[src/rtl/cmd_pkg.sv]
// cmd_pkg: definitions shared by cmd_dispatcher and cmd_fifo.
//   - Command field positions (opcode byte, payload, unit-select bits).
//   - Dispatcher FSM state encoding.
//   - Opcode class check used by the decoder.
package cmd_pkg;

  localparam int unsigned OPC_MSB   = 63;
  localparam int unsigned OPC_LSB   = 56;
  localparam int unsigned PAYLOAD_W = 56;
  localparam int unsigned CMD_W     = 64;
  localparam int unsigned SEL_MSB   = 1;
  localparam int unsigned SEL_LSB   = 0;

  typedef enum logic [1:0] {
    ST_IDLE     = 2'd0,
    ST_DECODE   = 2'd1,
    ST_WAIT_ACK = 2'd2
  } state_e;

  // An opcode belongs to the legal class when its upper nibble matches the mask.
  function automatic logic opc_class_ok(input logic [7:0] opc, input logic [7:0] mask);
    return opc[7:4] == mask[7:4];
  endfunction

endpackage

[src/rtl/cmd_fifo.sv]
// cmd_fifo: synchronous FIFO with a registered read port.
// Ports:
//   clk, rst  : clock, synchronous active-high reset
//   push, din : write request and data (ignored when full unless popping)
//   pop       : read request; dout updates on the edge that accepts it
//   dout      : registered head data
//   full/empty/level : occupancy status
module cmd_fifo
  import cmd_pkg::*;
#(
  parameter int unsigned WIDTH = CMD_W,
  parameter int unsigned DEPTH = 4
) (
  input  logic                       clk,
  input  logic                       rst,
  input  logic                       push,
  input  logic [WIDTH-1:0]           din,
  input  logic                       pop,
  output logic [WIDTH-1:0]           dout,
  output logic                       full,
  output logic                       empty,
  output logic [$clog2(DEPTH):0]     level
);

  localparam int unsigned AW = $clog2(DEPTH);
  localparam logic [AW:0] FULL_LVL = (AW+1)'(DEPTH);

  logic [WIDTH-1:0] mem_q [DEPTH];
  logic [AW:0]      wr_ptr_q, rd_ptr_q;
  logic [WIDTH-1:0] dout_q;
  logic             do_push, do_pop;

  // Extra pointer bit lets full and empty be told apart with a plain subtract.
  assign level   = wr_ptr_q - rd_ptr_q;
  assign full    = (level == FULL_LVL);
  assign empty   = (level == '0);
  assign do_pop  = pop && !empty;
  // A pop in the same cycle frees the slot, so a push into a full queue is still taken.
  assign do_push = push && (!full || do_pop);
  assign dout    = dout_q;

  always_ff @(posedge clk) begin
    if (rst) begin
      wr_ptr_q <= '0;
      rd_ptr_q <= '0;
      dout_q   <= '0;
    end else begin
      if (do_push) begin
        mem_q[wr_ptr_q[AW-1:0]] <= din;
        wr_ptr_q <= wr_ptr_q + 1'b1;
      end
      if (do_pop) begin
        dout_q   <= mem_q[rd_ptr_q[AW-1:0]];
        rd_ptr_q <= rd_ptr_q + 1'b1;
      end
    end
  end

endmodule

[src/rtl/cmd_dispatcher.sv]
// cmd_dispatcher: captures commands from the parallel receiver on each rising
// edge of cmd_ready, queues them, decodes the opcode and hands the payload to
// one execution unit over a valid/ack handshake, one command at a time.
// Ports:
//   clk, rst      : clock, synchronous active-high reset
//   cmd_in        : assembled command {opcode[7:0], payload[55:0]}
//   cmd_ready     : receiver ready level; one capture per rising edge
//   unit_valid    : one-hot request to the selected unit
//   unit_payload  : payload of the in-flight command
//   unit_ack      : per-unit accept; only the selected bit counts
//   fifo_level    : queue occupancy
//   overflow      : sticky, capture lost to a full queue
//   bad_opcode    : sticky, illegal opcode dropped
//   idle          : queue empty and FSM idle
//   ack_timeout   : sticky, ack watchdog expired (only with CMD_DISPATCH_TIMEOUT_EN)
// Build option: `define CMD_DISPATCH_TIMEOUT_EN adds the ack watchdog.
module cmd_dispatcher
  import cmd_pkg::*;
#(
  parameter int unsigned NUM_UNITS      = 4,
  parameter int unsigned FIFO_DEPTH     = 4,
  parameter logic [7:0]  OPC_VALID_MASK = 8'hF0,
  parameter int unsigned TIMEOUT        = 255
) (
  input  logic                          clk,
  input  logic                          rst,
  input  logic [CMD_W-1:0]              cmd_in,
  input  logic                          cmd_ready,
  output logic [NUM_UNITS-1:0]          unit_valid,
  output logic [PAYLOAD_W-1:0]          unit_payload,
  input  logic [NUM_UNITS-1:0]          unit_ack,
  output logic [$clog2(FIFO_DEPTH):0]   fifo_level,
  output logic                          overflow,
  output logic                          bad_opcode,
  output logic                          idle
`ifdef CMD_DISPATCH_TIMEOUT_EN
  ,
  output logic                          ack_timeout
`endif
);

  state_e                 state_q, state_d;
  logic                   cmd_ready_q;
  logic                   capture;
  logic                   fifo_pop, fifo_full, fifo_empty;
  logic [CMD_W-1:0]       head;
  logic [7:0]             opc;
  logic [SEL_MSB:SEL_LSB] sel;
  logic [NUM_UNITS-1:0]   unit_valid_q, unit_valid_d;
  logic [PAYLOAD_W-1:0]   payload_q, payload_d;
  logic                   overflow_q, overflow_d;
  logic                   bad_q, bad_d;
  logic                   acked;
`ifdef CMD_DISPATCH_TIMEOUT_EN
  localparam int unsigned TW = $clog2(TIMEOUT + 1);
  logic [TW-1:0]          tmo_cnt_q, tmo_cnt_d;
  logic                   tmo_q, tmo_d;
`endif

  assign capture  = cmd_ready && !cmd_ready_q;
  assign fifo_pop = (state_q == ST_IDLE) && !fifo_empty;
  assign opc      = head[OPC_MSB:OPC_LSB];
  assign sel      = opc[SEL_MSB:SEL_LSB];
  // unit_valid is one-hot on the selected unit, so masking ack with it ignores other units.
  assign acked    = |(unit_ack & unit_valid_q);

  cmd_fifo #(.WIDTH(CMD_W), .DEPTH(FIFO_DEPTH)) u_fifo (
    .clk   (clk),
    .rst   (rst),
    .push  (capture),
    .din   (cmd_in),
    .pop   (fifo_pop),
    .dout  (head),
    .full  (fifo_full),
    .empty (fifo_empty),
    .level (fifo_level)
  );

  always_comb begin
    state_d      = state_q;
    unit_valid_d = unit_valid_q;
    payload_d    = payload_q;
    bad_d        = bad_q;
    overflow_d   = overflow_q || (capture && fifo_full && !fifo_pop);
`ifdef CMD_DISPATCH_TIMEOUT_EN
    tmo_cnt_d    = tmo_cnt_q;
    tmo_d        = tmo_q;
`endif
    unique case (state_q)
      ST_IDLE: begin
        if (!fifo_empty) state_d = ST_DECODE;
      end
      ST_DECODE: begin
        if (!opc_class_ok(opc, OPC_VALID_MASK) || (int'(sel) >= NUM_UNITS)) begin
          bad_d   = 1'b1;
          state_d = ST_IDLE;
        end else begin
          for (int unsigned u = 0; u < NUM_UNITS; u++) unit_valid_d[u] = (u == int'(sel));
          payload_d = head[PAYLOAD_W-1:0];
          state_d   = ST_WAIT_ACK;
`ifdef CMD_DISPATCH_TIMEOUT_EN
          tmo_cnt_d = '0;
`endif
        end
      end
      ST_WAIT_ACK: begin
        if (acked) begin
          unit_valid_d = '0;
          state_d      = ST_IDLE;
        end
`ifdef CMD_DISPATCH_TIMEOUT_EN
        else if (tmo_cnt_q == TW'(TIMEOUT - 1)) begin
          unit_valid_d = '0;
          tmo_d        = 1'b1;
          state_d      = ST_IDLE;
        end else begin
          tmo_cnt_d = tmo_cnt_q + 1'b1;
        end
`endif
      end
      default: state_d = ST_IDLE;
    endcase
  end

  always_ff @(posedge clk) begin
    if (rst) begin
      state_q      <= ST_IDLE;
      cmd_ready_q  <= 1'b0;
      unit_valid_q <= '0;
      payload_q    <= '0;
      overflow_q   <= 1'b0;
      bad_q        <= 1'b0;
`ifdef CMD_DISPATCH_TIMEOUT_EN
      tmo_cnt_q    <= '0;
      tmo_q        <= 1'b0;
`endif
    end else begin
      state_q      <= state_d;
      cmd_ready_q  <= cmd_ready;
      unit_valid_q <= unit_valid_d;
      payload_q    <= payload_d;
      overflow_q   <= overflow_d;
      bad_q        <= bad_d;
`ifdef CMD_DISPATCH_TIMEOUT_EN
      tmo_cnt_q    <= tmo_cnt_d;
      tmo_q        <= tmo_d;
`endif
    end
  end

  assign unit_valid   = unit_valid_q;
  assign unit_payload = payload_q;
  assign overflow     = overflow_q;
  assign bad_opcode   = bad_q;
  assign idle         = fifo_empty && (state_q == ST_IDLE);
`ifdef CMD_DISPATCH_TIMEOUT_EN
  assign ack_timeout  = tmo_q;
`endif

endmodule

[config.mk]
export PLATFORM = sky130hd
export DESIGN_NAME = cmd_dispatcher
export DESIGN_NICKNAME = d
export VERILOG_FILES = /design/src/rtl/cmd_pkg.sv /design/src/rtl/cmd_fifo.sv /design/src/rtl/cmd_dispatcher.sv
export SDC_FILE = /design/constraint.sdc
export NUM_CORES = 1
export LEC_CHECK = 0
export ABC_AREA = 0
export CAP_MARGIN = 20
export CORE_MARGIN = 4
export CORE_UTILIZATION = 55
export CTS_CLUSTER_SIZE = 8
export DETAILED_ROUTE_END_ITERATION = 6
export PLACE_DENSITY = 0.78
export SETUP_SLACK_MARGIN = 0.02
export SYNTH_ARGS = -nofsm -noshare
export SYNTH_HDL_FRONTEND = slang
export SYNTH_SLANG_ARGS = --single-unit
[constraint.sdc]
create_clock -name clk -period 4.8 [get_ports clk]
set_input_delay 0.72 -clock clk [delete_from_list [all_inputs] [get_ports clk]]
set_output_delay 0.72 -clock clk [all_outputs]
set_load 0.03 [all_outputs]
======== Word-level counts from Yosys, hierarchy flattened ========
Memory sizes are Yosys's and may differ from the RTL's. A register that Yosys moved wholly into a read port is not among the register bits.
Index checks and enable logic that the tools add are counted.
word-level totals
  memories kept ........................... 1
  register bits ........................... 71
  output and inout port bits .............. 66
  memory bits (writable) .................. 256
memory list
  memory        depth  width  read ports  clocked after memory_dff  wr ports  RTL line        source
  u_fifo.mem_q  4      64     1           1                         1         cmd_fifo.sv:28  logic [WIDTH-1:0] mem_q [DEPTH];
cells by class
  eq/ne operators ......................... 10
  add/subtract/negate cells ............... 3
  bitwise logic cells ..................... 2
  reductions and logical operators ........ 22
  multiplexer cells ....................... 10
operator list
  cell                 count
  $mux 4               2
  $pmux 4 s2           1
  $logic_and 1x1->1    7
  $add 3x1->3 const B  2
  $mux 2               3
  $ne 2x2->1 const B   3
  $pmux 2 s3           1
  $reduce_and 2->1     3
  $and 4x4->4          1
  $eq 2x2->1 const A   2
  $eq 4x4->1 const B   1
  $logic_not 1->1      4
  $logic_not 2->1      2
  $reduce_or 4->1      1
  $eq 3x3->1 const B   1
  $logic_not 3->1      1
  $mux 1               3
  $reduce_and 3->1     1
  $sub 3x3->3          1
  $eq 1x2->1 const A   1
  $eq 2x1->1 const B   1
  $eq 2x2->1 const B   1
  $logic_or 1x1->1     2
  $reduce_bool 2->1    1
  $not 1->1            1

======== Depth between registers and ports, before layout ========
  depth in word-level cells ............... 10
  mapped depth ............................ 9
  depth with buffers taken out ............ 7

======== Modules after synthesis ========
From an unflattened synthesis, not the netlist that was laid out.
second synthesis, totals
  cell total of the unflattened synthesis .. 999
  area, all modules ....................... 14,886.8 um^2
modules (own cells, without submodules)
  module          instances  cells an instance  area an instance (um^2)
  cmd_fifo        1          689                12,326.8
  cmd_dispatcher  1          310                2,560.0

======== Worst setup path after synthesis ========
No wires, ideal clock.
  kind .................................... register to register
  start point ............................. reg u_fifo.wr_ptr_q[0]
  end point ............................... mem u_fifo.mem_q[0][0] (netlist bit), enable pin
  path slack .............................. 0.934 ns
  data required time ...................... 4.373 ns
  cell stages (with the launch flop) ...... 8
  data arrival time ....................... 3.439 ns
  path through ............................ dfxtp_1 > inv_1 > ha_1 > fa_1 > xor3_2 > a41o_1 > nor2_1 > and2_1
on the way
  longest elaborated chain between the ends .. 10
  elaborated cells on any way between the ends .. 12
  classes of those cells .................. add/sub: 1; eq/ne: 1; mux: 3; reduce/logical: 7
RTL lines
  what                            RTL line                              source
  start: declaration              cmd_fifo.sv:29                        logic [AW:0] wr_ptr_q, rd_ptr_q;
  start signal: assignment        cmd_fifo.sv:50                        wr_ptr_q <= wr_ptr_q + 1'b1;
  $sub 3x3->3 *                   cmd_fifo.sv:34                        assign level = wr_ptr_q - rd_ptr_q;
  named net fifo_level[2]         cmd_dispatcher.sv:32                  output logic [$clog2(FIFO_DEPTH):0] fifo_level,
  $logic_not 3->1                 cmd_fifo.sv:36                        assign empty = (level == '0);
  $logic_not 1->1                 cmd_fifo.sv:37, cmd_dispatcher.sv:61
  $logic_and 1x1->1               cmd_dispatcher.sv:61                  assign fifo_pop = (state_q == ST_IDLE) && !fifo_empty;
  $logic_and 1x1->1               cmd_fifo.sv:37                        assign do_pop = pop && !empty;
  $logic_or 1x1->1 *              cmd_fifo.sv:39                        assign do_push = push && (!full || do_pop);
  $logic_and 1x1->1 *             cmd_fifo.sv:39
  $mux 1 *                        cmd_fifo.sv:48                        if (do_push) begin
  $mux 1 *                        cmd_fifo.sv:43                        if (rst) begin
  $mux 1 (implied by the code) *  cmd_fifo.sv:49                        mem_q[wr_ptr_q[AW-1:0]] <= din;
  end: declaration                cmd_fifo.sv:28
The timed path passes the listed nets; every way through them passes the cells marked *.

======== Final worst setup path ========
  start point ............................. reg u_fifo.rd_ptr_q[0]
  end point ............................... out idle
on the way
  longest elaborated chain between the ends .. 3
RTL lines
  what                      RTL line               source
  start: declaration        cmd_fifo.sv:29
  start signal: assignment  cmd_fifo.sv:54         rd_ptr_q <= rd_ptr_q + 1'b1;
  $sub 3x3->3               cmd_fifo.sv:34
  $logic_not 3->1           cmd_fifo.sv:36
  $logic_and 1x1->1         cmd_dispatcher.sv:155  assign idle = fifo_empty && (state_q == ST_IDLE);
  end: declaration          cmd_dispatcher.sv:35   output logic idle
No other way between the ends.

==> flow_metrics.py <==
metrics = {
    "clock_tree": {
        "htree_levels": 2,
        "cts_made_buffers": 53,
        "clk_latency_ps": 550,
        "post_cts.repair.setup_buffers": 0,
        "cts.sinks": 381,
        "path_clk_slew_ps": 50,
        "cts_buffer_depth": 3,
        "cts_resized": 0,
        "cts_tree": "yes",
        "root_buffer": "clkbuf_16",
        "postCtsHoldBufs": 0,
    },
    "synthesis": {
        "synth_area_sq_um": 13900,
        "ys_ff_latch": 381,
        "syn-num-nets": 937,
        "synth_flop_cell": "edfxtp_1",
        "avgSynthCellArea_sq_um": 16.1,
        "ys_async_sr_fraction_pct": 0,
        "synth-seq-area-share_pct": 73.0,
        "synth-edff-count": 248,
        "yosys.cell_types.count": 35,
        "synthCells": 859,
        "yosysWarnings": 0,
    },
    "sta": {
        "fmax_mhz": 247,
        "period_share_pct": 84.3,
        "setup_tns_ps": 0,
        "finClkSkew_ps": 10.7,
        "final_hold_viol_count": 0,
        "relSlewSlack_pct": 29.5,
        "worst_hold_slack_ps": 452,
        "worst_pin_slew_ps": 1050,
        "rsz0062_at_grt": "no",
        "slew_viol_final": 0,
        "setup_violations": 0,
        "finalCriticalPeriod_ps": 4050,
    },
    "floorplan": {
        "core_sq_um": 24500,
        "io_pins": 137,
        "initial_utilization_pct": 56.5,
        "rows": 57,
        "fp.dieArea_sq_um": 27800,
        "dieWidth_microns": 167,
        "die_h_microns": 167,
    },
    "pwr": {
        "max-vdd-ir-drop_mv": 0.402,
        "power_density_nw_per_um2": 556,
        "power_leakage_uw": 0.00574,
        "p_total_uw": 9430,
    },
    "placed_design": {
        "placed_area_sq_um": 15400,
        "gp_congestion": 0.719,
        "dp_cells": 1277,
        "port_buffers": 134,
        "dp_hpwl_microns": 14800,
    },
    "routing": {
        "finalWirelength_microns": 27800,
        "routed-via-count": 7614,
        "via_per_inst": 5.53,
        "drc_errors": 0,
        "firstDrtPassIters": 5,
        "ant_nets": 0,
        "wl_per_cell_microns": 20.2,
        "dr.first_iter.drc_count": 507,
    },
    "final_layout": {
        "fillers": 1649,
        "fin_cells": 1376,
        "antenna_cells": 0,
        "drive_gt1_share_pct": 13.3,
        "areaGrowthSynthToFinish_pct": 22.4,
        "final_cell_mix": "edfxtp_1 (248), clkdlybuf4s50_1 (133), dfxtp_1 (131)",
        "layout_commonest_cell": "edfxtp_1",
        "fin_nets": 1086,
        "final_area_sq_um": 17000,
    },
    "critical_path": {
        "crit_type": "register to primary output",
        "worstPathRequired_ps": 4080,
        "critPathArrivalTime_ps": 3330,
        "cpPeakStageDelay_ps": 790,
        "slowest_stage": "dfxtp_4",
        "critical_path.cell_chain": "ha_1, fa_1, xor3_2, nor3_1, clkdlybuf4s50_1",
        "endpoint_kind": "primary output",
        "start_kind": "register",
        "worstPathMaxFanout": 33,
    },
    "run_status": {
        "status": "finished, final reports clean",
    },
    "hold_path": {
        "hold_path_class": "register to register",
    },
    "grt": {
        "grt_overflow": 0,
        "antenna_found_initial": 3,
        "grt_pass1_vias": 7926,
        "grt_max_degree": 71,
        "grt_util_all_layers_pct": 19.7,
        "grt_pass1_wl_microns": 43300,
    },
    "run": {
        "maxCapViolCount": 0,
    },
}
-- per-layer routing --
metal | routed length, microns | track usage [%]
met5 | 40 | 0
met3 | 1570 | 4.57
met1 | 11800 | 26.3
met2 | 13800 | 33.0
met4 | 533 | 5.59
-- flip-flops by register name, indices dropped and copies added, names as in the netlist --
signal and count:
state_q 2, unit_payload 56, u_fifo.dout 62, unit_valid 4, cmd_ready_q 1, overflow 1
u_fifo.mem_q 248, bad_opcode 1, u_fifo.rd_ptr_q 3, u_fifo.wr_ptr_q 3
-- through the flow --
step	util, %	worst slack [ps]
after floorplan	-	934
after global placement	62.8	1240
after detailed placement	62.8	1150
after CTS	69.1	723
after global routing	69.1	550
final	69.1	753
-- area by class of cell --
type | count | area, sq um | area share (%)
clock buffer | 97 | 1530 | 9.04
clock inverter | 2 | 13.8 | 0.0811
inverter | 7 | 26.3 | 0.155
multi-input combinational | 422 | 3460 | 20.4
sequential | 381 | 10100 | 59.6
tap | 324 | 405 | 2.39
timing repair buffer | 143 | 1410 | 8.29
-- worst max-delay path: cells and delay by family (launching register included) --
| family | cells | cell delay, ps |
|---|---|---|
| buffers and inverters | 1 | 730 |
| DFF | 1 | 790 |
| adders and majority gates | 2 | 570 |
| and+or+nand+nor | 1 | 310 |
| xor gates and xnor gates | 1 | 360 |
-- power by group --
group	total, uW	switching (uW)	leakage [uW]	internal [uW]
Sequential	4030	212	0.00333	3820
Combinational	1970	998	0.00167	976
Clock	3420	1300	0.000736	2120
-- synth_stat cells, drive strengths merged (4+ instances only) --
cell | n | share of area [%]
mux4 | 62 | 10
clkbuf | 32 | 0.87
edfxtp | 248 | 54
inv | 7 | 0.19
buf | 17 | 1.2
and2 | 4 | 0.18
dfxtp | 133 | 19
a21oi | 59 | 2.1
a31oi | 5 | 0.23
mux2i | 64 | 4.6
nor2 | 75 | 2.0
nand4 | 4 | 0.18
ha | 6 | 0.54
nand2 | 116 | 3.1
-- logic make-up (layout without fill, tap and decap cells) --
| logic type | count (synthesis) | in the layout | synth area share [%] |
|---|---|---|---|
| flip-flops | 381 | 381 | 73.0 |
| AND/OR/NAND/NOR | 212 | 212 | 6.09 |
| multiplexers | 126 | 126 | 14.7 |
| AO/OA/AOI/OAI | 72 | 72 | 2.86 |
| buffers and inverters | 56 | 249 | 2.27 |
| adder cells (fa/ha/maj) | 7 | 7 | 0.686 |
| XOR/XNOR | 5 | 5 | 0.433 |
-- path summary, 6_finish.rpt --
| check | startpoint | end | slack, ps | cells past startpoint |
|---|---|---|---|---|
| worst min register to register | unit_payload[55]$_SDFFE_PP0P_ | unit_payload[55]$_SDFFE_PP0P_ | 450 | 2 |
| worst min-delay path | unit_payload[55]$_SDFFE_PP0P_ | unit_payload[55]$_SDFFE_PP0P_ | 450 | 2 |
| worst max register to register | u_fifo.rd_ptr_q[0]$_SDFFE_PP0P_ | u_fifo.mem_q[2][15]$_DFFE_PP_ | 1190 | 6 |
| worst max-delay path | u_fifo.rd_ptr_q[0]$_SDFFE_PP0P_ | idle | 750 | 5 |
No activity file was read; power rests on OpenSTA's default activity.
